### config.mk
export PLATFORM = sky130hd
export DESIGN_NAME = prio_irq_ctrl
export DESIGN_NICKNAME = d
export VERILOG_FILES = /design/src/rtl/prio_irq_ctrl_pkg.sv /design/src/rtl/prio_irq_ctrl_find_hi.sv /design/src/rtl/prio_irq_ctrl.sv
export SDC_FILE = /design/constraint.sdc
export NUM_CORES = 1
export LEC_CHECK = 0
export ABC_AREA = 1
export BUFFER_PORTS_ARGS = -buffer_cell sky130_fd_sc_hd__buf_2
export CORE_MARGIN = 3
export CORE_UTILIZATION = 35
export CTS_CLUSTER_DIAMETER = 60
export DETAILED_ROUTE_END_ITERATION = 7
export GPL_ROUTABILITY_DRIVEN = 0
export PLACE_DENSITY = 0.56
export SLEW_MARGIN = 20
export SYNTH_ARGS = -nofsm -noshare
export SYNTH_HDL_FRONTEND = slang
export SYNTH_SLANG_ARGS = --single-unit
### constraint.sdc
create_clock -name clk -period 2.65 [get_ports clk]
set_input_delay 0.265 -clock clk [delete_from_list [all_inputs] [get_ports clk]]
set_output_delay 0.265 -clock clk [all_outputs]
set_load 0.01 [all_outputs]
### src/rtl/prio_irq_ctrl_pkg.sv
// Shared constants and helpers for the priority interrupt controller.
package prio_irq_ctrl_pkg;

    localparam int unsigned DEFAULT_N = 8;

    localparam logic [0:0] ST_IDLE    = 1'b0;
    localparam logic [0:0] ST_PRESENT = 1'b1;

    // Ceiling log2, with a minimum result of 1 so index buses are never zero-width.
    function automatic int unsigned clog2(input int unsigned v);
        int unsigned r;
        r = 0;
        for (int i = 0; i < 32; i++) begin
            if ((64'(1) << i) < 64'(v)) begin
                r = 32'(i + 1);
            end
        end
        return (r == 0) ? 1 : r;
    endfunction

endpackage

### src/rtl/prio_irq_ctrl_find_hi.sv
// Combinational highest-set-bit finder with an any-bit-set flag.
module prio_find_hi
    import prio_irq_ctrl_pkg::*;
#(
    parameter int unsigned N    = DEFAULT_N,
    parameter int unsigned ID_W = clog2(N)
) (
    input  logic [N-1:0]    i_vec,
    output logic [ID_W-1:0] o_idx_c,
    output logic            o_any_c
);

    // Ascending scan; the last set bit seen is the highest one.
    always_comb begin
        o_idx_c = '0;
        for (int i = 0; i < int'(N); i++) begin
            if (i_vec[i]) begin
                o_idx_c = ID_W'(i);
            end
        end
    end

    assign o_any_c = |i_vec;

endmodule

### src/rtl/prio_irq_ctrl.sv
// Registered priority interrupt controller: edge latching, masking,
// fixed or round-robin arbitration, valid/ack presentation handshake.
module prio_irq_ctrl
    import prio_irq_ctrl_pkg::*;
#(
    parameter int unsigned N    = DEFAULT_N,
    parameter int unsigned ID_W = clog2(N)
) (
    input  logic            clk,
    input  logic            rst_n,
    input  logic [N-1:0]    req,
    input  logic [N-1:0]    mask,
    input  logic            rr_mode,
    input  logic            ack,
    output logic            valid,
    output logic [ID_W-1:0] id,
    output logic [N-1:0]    pending
);

    localparam int unsigned SUM_W = ID_W + 1;

    logic [N-1:0]    r_req_d;
    logic [N-1:0]    r_pending;
    logic [0:0]      r_state;
    logic [ID_W-1:0] r_id;
    logic [ID_W-1:0] r_last_grant;

    logic [N-1:0]    w_rise;
    logic [N-1:0]    w_cand;
    logic [N-1:0]    w_rot;
    logic [N-1:0]    w_clr;
    logic [ID_W-1:0] w_fix_idx;
    logic            w_fix_any;
    logic [ID_W-1:0] w_rot_idx;
    logic            w_rot_any;
    logic [ID_W-1:0] w_rr_idx;
    logic [ID_W-1:0] w_win_idx;
    logic            w_win_any;
    logic [0:0]      w_state_nxt;
    logic [ID_W-1:0] w_id_nxt;
    logic [ID_W-1:0] w_lg_nxt;

    assign w_rise = req & ~r_req_d;
    assign w_cand = r_pending & mask;

    // Rotate candidates right by last_grant so the top bit is last_grant-1.
    always_comb begin
        logic [SUM_W-1:0] k;
        w_rot = '0;
        k     = '0;
        for (int j = 0; j < int'(N); j++) begin
            k = SUM_W'(j) + {1'b0, r_last_grant};
            if (k >= SUM_W'(N)) begin
                k = k - SUM_W'(N);
            end
            w_rot[j] = w_cand[k[ID_W-1:0]];
        end
    end

    prio_find_hi #(.N(N), .ID_W(ID_W)) u_find_fix (
        .i_vec   (w_cand),
        .o_idx_c (w_fix_idx),
        .o_any_c (w_fix_any)
    );

    prio_find_hi #(.N(N), .ID_W(ID_W)) u_find_rr (
        .i_vec   (w_rot),
        .o_idx_c (w_rot_idx),
        .o_any_c (w_rot_any)
    );

    // Undo the rotation modulo N to recover the source index.
    always_comb begin
        logic [SUM_W-1:0] s;
        s = {1'b0, w_rot_idx} + {1'b0, r_last_grant};
        if (s >= SUM_W'(N)) begin
            s = s - SUM_W'(N);
        end
        w_rr_idx = s[ID_W-1:0];
    end

    assign w_win_idx = rr_mode ? w_rr_idx  : w_fix_idx;
    assign w_win_any = rr_mode ? w_rot_any : w_fix_any;

    // Next-state logic: latch a winner in IDLE, hold it until ack in PRESENT.
    always_comb begin
        w_state_nxt = r_state;
        w_id_nxt    = r_id;
        w_lg_nxt    = r_last_grant;
        w_clr       = '0;
        case (r_state)
            ST_IDLE: begin
                if (w_win_any) begin
                    w_state_nxt = ST_PRESENT;
                    w_id_nxt    = w_win_idx;
                end
            end
            ST_PRESENT: begin
                if (ack) begin
                    w_clr       = N'(1) << r_id;
                    w_lg_nxt    = r_id;
                    w_state_nxt = ST_IDLE;
                end
            end
            default: begin
                w_state_nxt = ST_IDLE;
            end
        endcase
    end

    // State, presented id and round-robin pointer registers.
    always_ff @(posedge clk or negedge rst_n) begin
        if (!rst_n) begin
            r_state      <= ST_IDLE;
            r_id         <= '0;
            r_last_grant <= '0;
        end else begin
            r_state      <= w_state_nxt;
            r_id         <= w_id_nxt;
            r_last_grant <= w_lg_nxt;
        end
    end

    // Edge history and pending events; a new rise beats a same-cycle clear.
    always_ff @(posedge clk or negedge rst_n) begin
        if (!rst_n) begin
            r_req_d   <= '0;
            r_pending <= '0;
        end else begin
            r_req_d   <= req;
            r_pending <= (r_pending & ~w_clr) | w_rise;
        end
    end

    assign valid   = (r_state == ST_PRESENT);
    assign id      = r_id;
    assign pending = r_pending;

endmodule

== Word level (Yosys, flattened, before mapping) ==
Cells that the tools add are included.

* Bits of input ports: 20
* Bits in read-only memories: 0
* Memories kept: 0
* Bits in latches: 0
* Output and inout bits: 12
* RAM bits: 0
* Bits in registers: 23

* Divide/modulo/power cells: 0
* Add/sub/neg operators: 17
* Multipliers: 0
* Shift operators: 1
* Mux-type cells: 46
* Bitwise operators: 7
* Equal/unequal tests: 0
* Order comparisons: 17
* Reductions and logical operators: 4

{| class="wikitable"
|+ Operator list
! kind !! count
|-
| $mux W3 || 18
|-
| $ge A4 B4 Y1 const B || 8
|-
| $lt A3 B4 Y1 const B || 8
|-
| $sub A3 B1 Y3 const B || 9
|-
| $and A8 B8 Y8 || 3
|-
| $bmux W1 S3 || 8
|-
| $add A3 B3 Y4 const A || 4
|-
| $mux W8 || 2
|-
| $not A8 Y8 || 2
|-
| $reduce_or A8 Y1 || 2
|-
| $mux W1 || 13
|-
| $add A2 B3 Y4 const A || 2
|-
| $mux W2 || 4
|-
| $or A8 B8 Y8 || 1
|-
| $shl A1 B3 Y8 const A || 1
|-
| $add A1 B3 Y4 const A || 1
|-
| $add A3 B3 Y4 || 1
|-
| $ge A3 B4 Y1 const B || 1
|-
| $reduce_and A2 Y1 || 2
|-
| $pmux W1 S2 || 1
|-
| $not A1 Y1 || 1
|}

== Longest topological paths before layout ==
* Depth after elaboration: 16
* Depth in mapped cells: 22
* Mapped depth without buffers: 21

== Hierarchy ==
Synthesis repeated with hierarchy kept, for this count alone.

* Cell total of the unflattened synthesis: 223
* Area total of the unflattened synthesis: 1514.0 um^2

{| class="wikitable"
|+ By module, submodules not included
! module !! area each (um^2) !! cells each !! instances
|-
| prio_irq_ctrl || 1358.8 || 183 || 1
|-
| prio_find_hi || 77.6 || 20 || 2
|}

== Worst setup path before layout ==
Ideal clock, no wire load.

* Path type: register to register
* Start: register r_last_grant[1]
* End: register r_id[2] (netlist: id[2])
* Stages on the path, launching flop included: 20
* Period minus slack after synthesis: 2.732 ns
* Setup time: 0.122 ns
* Slack: -0.082 ns
* Arrival time: 2.610 ns
* Path buffers: 1
* Cells stage by stage: dfrtp_1 -> buf_6 -> inv_1 -> ha_1 -> xor2_2 -> mux2_2 -> nand2_1 -> nand3_1 -> nand2_1 -> nand2_1 -> nand2_1 -> ha_1 -> inv_1 -> fa_1 -> xor2_1 -> inv_1 -> nand3_1 -> nand2_1 -> nand2_1 -> a21oi_2

* Longest elaborated chain between the ends: 16
* Elaborated cells between the ends (all ways): 62
* Those cells by class: add/sub: 17; order compare: 9; mux: 34; reduce/logical: 2

{| class="wikitable"
|+ RTL lines
! what !! RTL line !! source
|-
| start: declaration || prio_irq_ctrl.sv:26 || <nowiki>logic [ID_W-1:0] r_last_grant;</nowiki>
|-
| start signal: assignment || prio_irq_ctrl.sv:120 || <nowiki>r_last_grant <= w_lg_nxt;</nowiki>
|-
| $add A1 B3 Y4 || prio_irq_ctrl.sv:52 || <nowiki>k = SUM_W'(j) + {1'b0, r_last_grant};</nowiki>
|-
| $ge A4 B4 Y1 or $sub A3 B1 Y3 (tied branches) || prio_irq_ctrl.sv:53, prio_irq_ctrl.sv:54 ||
|-
| $mux W3 || prio_irq_ctrl.sv:53 || <nowiki>if (k >= SUM_W'(N)) begin</nowiki>
|-
| $bmux W1 S3 || prio_irq_ctrl.sv:56 || <nowiki>w_rot[j] = w_cand[k[ID_W-1:0]];</nowiki>
|-
| $mux W1 (implied by the code) || prio_irq_ctrl.sv:56 ||
|-
| $mux W1 || prio_irq_ctrl_find_hi.sv:17 || <nowiki>if (i_vec[i]) begin</nowiki>
|-
| $mux W2 (2 in series) || prio_irq_ctrl_find_hi.sv:17 ||
|-
| $mux W3 (4 in series) || prio_irq_ctrl_find_hi.sv:17 ||
|-
| $add A3 B3 Y4 || prio_irq_ctrl.sv:75 || <nowiki>s = {1'b0, w_rot_idx} + {1'b0, r_last_grant};</nowiki>
|-
| $ge A4 B4 Y1 or $sub A3 B1 Y3 (tied branches) || prio_irq_ctrl.sv:76, prio_irq_ctrl.sv:77 ||
|-
| $mux W3 || prio_irq_ctrl.sv:76 || <nowiki>if (s >= SUM_W'(N)) begin</nowiki>
|-
| $mux W3 || prio_irq_ctrl.sv:82 || <nowiki>assign w_win_idx = rr_mode ? w_rr_idx : w_fix_idx;</nowiki>
|-
| end signal: assignment || prio_irq_ctrl.sv:119 || <nowiki>r_id <= w_id_nxt;</nowiki>
|-
| end: declaration || prio_irq_ctrl.sv:25 || <nowiki>logic [ID_W-1:0] r_id;</nowiki>
|}

Several ways; a longest one is shown, not always the timed one. The select of a mux whose other input is x is not followed.
A chain may end at the register's enable or synchronous reset.

== Worst setup path after layout ==
Ends and elaborated chain as after synthesis.

==> results.py <==
metrics = {
    "status": {
        "status": "complete, but fails checks",
        "violations": "negative setup slack",
    },
    "sta": {
        "fmax_ghz": 0.3740,
        "worst_slew_pin_slew_ns": 0.5143,
        "timing.slew.headroom_pct": 65.72,
        "rsz0062_at_grt": "true",
        "setup_ws_ns": -0.02409,
        "timing_hold_violations_final": 0,
        "period_minus_slack_ns": 2.674,
        "setup_violations": 1,
        "worst_skew_ns": 0.002240,
        "report.final.slew_viol_count": 0,
        "layout_worst_path_cycle_share_pct": 100.9,
    },
    "clocking": {
        "tritoncts": "built",
        "tritoncts_sinks": 23,
        "clockBufferDepth": 2,
        "worstSkewPairLatency_ns": 0.26,
        "clkSlewWorstSetupHoldPaths_ns": 0.08,
        "cts_max_level": 1,
        "cts_made_buffers": 3,
        "cts.root.buffer_cell": "clkbuf_8",
    },
    "drt": {
        "postRouteAntennaNets": 0,
        "drtPass1Iterations": 4,
        "vias": 1371,
        "avgViaCountPerCell": 4.949,
        "total_routed_wirelength_mm": 3.718,
        "post-route-drc-count": 0,
        "drt_iter0_drc": 50,
        "wl_per_cell_um": 13.42,
    },
    "power": {
        "intPower_mw": 1.348,
        "power.switching_fraction_pct": 49.01,
        "power_mw": 2.643,
        "share_clk_of_total_power_pct": 8.2,
        "switchingPower_mw": 1.295,
        "ir_drop_mv": 0.5049,
        "seq_power_share_pct": 22.4,
        "powerDensity_nw_per_um2": 1429,
        "share_comb_of_total_power_pct": 69.4,
        "static-leakage-power_nw": 0.8986,
    },
    "setup_path": {
        "kind_of_cell_adding_the_most_delay_to_the_critical_path": "adder cells",
        "critical_path.most_common_cell": "nand2_1",
        "last_element_of_the_critical_path": "id[2]$_DFFE_PN0P_",
        "critical-path-max-stage-delay_ns": 0.39,
        "crit_path_end_kind": "flop",
        "critical_path.startpoint_type": "flop",
        "worst_r2r_path_depth": 20,
        "critPathSlowestCell": "dfrtp_1",
        "worstPathCellList": "clkinvlp_4 > ha_4 > inv_4 > nand3_2 > nand2_1 > mux2_4 > nand2_2 > nand3_2 > nand2_1 > nand2_1 > nand2_1 > ha_2 > inv_2 > fa_2 > xor2_1 > inv_1 > nand3_1 > nand2_1 > nand2_1 > a21oi_2",
        "crit_path_max_fo": 5,
        "crit_arrival_ns": 2.88,
        "crit_type": "reg2reg",
        "ff2ff_setup_slack_ns": -0.02,
        "reg2reg_to": "id[2]$_DFFE_PN0P_",
        "launch_point_of_the_critical_path": "r_last_grant[1]$_DFFE_PN0P_",
        "worstPathRequired_ns": 2.85,
        "wp_depth": 20,
        "crit_buf_inv": 4,
        "reg2reg_from": "r_last_grant[1]$_DFFE_PN0P_",
    },
    "logic_synthesis": {
        "ys_types": 27,
        "synthTopCellsByCount": "nand3_1, nand2_1, inv_1, dfrtp_1, o21ai_0",
        "yosys_warnings": 0,
        "synth.avg_cell_area_sq_um": 8.089,
        "ys_ff_latch": 23,
        "post-synth-top-area-fraction_pct": 38.46,
        "synth_nets": 209,
        "synth-async-reset-ratio_pct": 100.0,
        "synthesis.instances": 185,
        "syn_area_sq_um": 1496,
        "synth_flop_cell": "dfrtp_1",
        "synth_edf_count": 0,
        "netlist_top_cells_area": "dfrtp_1, nand3_1, nand2_1, o21ai_0, inv_1",
        "synth_largest_area_cell": "dfrtp_1",
        "count_leader_synth": "nand3_1",
        "share_of_the_yosys_chip_area_belonging_to_registers_pct": 38.46,
    },
    "layout": {
        "antenna-diode-count": 0,
        "area_of_all_placed_cells_without_fillers_sq_um": 1849,
        "finish.net_count": 252,
        "fin_cells": 277,
        "drive_gt1_share_pct": 33.04,
        "number_of_filler_cells_placed_in_the_layout": 424,
        "flow.area_growth_from_synthesis_pct": 23.58,
    },
    "floorplanning": {
        "die_area_sq_um": 5096,
        "initial_core_util_pct": 36.88,
        "floorplan.die.width_um": 71.39,
        "core_area_sq_um": 4058,
        "placement_rows": 23,
        "floorplan.io_pins": 32,
        "die_y_um": 71.39,
    },
    "worst_hold_path": {
        "hold_path_class": "in2reg",
    },
    "grt": {
        "gr-total-overflow": 0,
        "grt_start_max_net_pins": 24,
        "grt_pass1_vias": 1326,
        "grt_first_pass_wirelength_mm": 6.313,
        "grt.total_usage_pct": 15.56,
        "grt_antenna_before_repair": 0,
    },
    "placed_design": {
        "place_hpwl_mm": 3.088,
        "dpl_cell_area_sq_um": 1767,
        "placedCellCount": 271,
        "port_buffers": 31,
    },
    "flow_run": {
        "cap_viol_max_count": 0,
    },
}
==> timing repair <==
item,4_1_cts,5_1_grt
buffers inserted,0,1
hold buffers,1,0
gates resized for setup,1,8
pin swaps,2,1
cloned,0,0
setup endpoints to repair,1,2
hold endpoints to repair,23,0
==> sequential cells by signal, indices dropped and copies added, names as in the netlist <==
register	count
id	3
pending	8
r_last_grant	3
r_req_d	8
valid	1
==> cell families (layout without fill, tap and decap cells) <==
| logic type | count (synthesis) | in the layout | share of synthesized area [%] |
|---|---|---|---|
| multiplexers | 1 | 1 | 0.7525 |
| AND/OR/NAND/NOR | 89 | 89 | 30.77 |
| buffers and inverters | 30 | 72 | 9.531 |
| XOR/XNOR | 5 | 5 | 4.432 |
| AO/OA/AOI/OAI | 33 | 33 | 12.21 |
| flip-flops | 23 | 23 | 38.46 |
| adder cells (fa/ha/maj) | 4 | 4 | 3.846 |
==> placed cells by master, fill, tap and decap left out, types with 2 or more instances in the layout <==
cell type,instances
nand3_1,39
buf_2,31
nand2_1,29
inv_1,22
dfrtp_1,22
o21ai_0,20
nand3_2,10
buf_4,9
nand2_2,5
a21oi_1,4
nor2_1,3
o21ai_1,3
clkbuf_8,3
xor2_2,2
inv_2,2
nor2_4,2
o211ai_1,2
ha_2,2
==> through the flow <==
step                      util [%]  hold slack, ns  setup slack (ns)  TNS (ns)
after floorplan                  -        -0.03059          -0.01279  -0.01279
after global placement       43.54          0.2703           0.02109         0
after detailed placement     43.54          0.2634          -0.01784  -0.01784
after CTS                    44.93          0.1134          -0.02457  -0.02457
after global routing         45.58          0.1020           -0.2323   -0.3896
final                        45.58          0.1134          -0.02409  -0.02409
==> worst min-delay path by stage <==
stage	start	endpoint	slack (ns)	cells past startpoint
detailed placement	rst_n	id[2]$_DFFE_PN0P_	0.26	1
global placement	rst_n	id[2]$_DFFE_PN0P_	0.27	1
floorplan	rst_n	id[0]$_DFFE_PN0P_	-0.03	0
CTS	req[0]	r_req_d[0]$_DFF_PN0_	0.11	1
global route	req[0]	r_req_d[0]$_DFF_PN0_	0.10	1
finish	req[7]	r_req_d[7]$_DFF_PN0_	0.11	1
==> per-layer routing <==
layer | wire (um) | GRT usage, % | part of all wire [%] | vias to the layer above
met5 | 0 | 0 | 0 | -
met4 | 53 | 5.010 | 1.4 | 0
met3 | 84 | 1.683 | 2.3 | 5
met2 | 1814 | 25.51 | 49 | 23
met1 | 1767 | 21.52 | 48 | 638
li1 | - | - | - | 705
==> cell type report <==
cell class                      count  area (sq um)  area share [%]
Clock buffer                        4         45.04           2.436
Timing Repair Buffer               41         232.7           12.58
Sequential cell                    23         576.8           31.19
Tap cell                           50         62.56           3.383
Multi-Input combinational cell    132         817.0           44.18
Inverter                           27         115.1           6.225
==> power by group through the flow <==
stage	Sequential (mW)	Clock [mW]	Combinational, mW
2_1_floorplan	0.587	0	1.31
3_3_place_gp	0.596	0	1.75
3_5_place_dp	0.594	0	1.76
4_1_cts	0.590	0.221	1.78
5_1_grt	0.610	0.237	2.08
6_report	0.592	0.217	1.83
No activity file was read; power rests on OpenSTA's default activity.
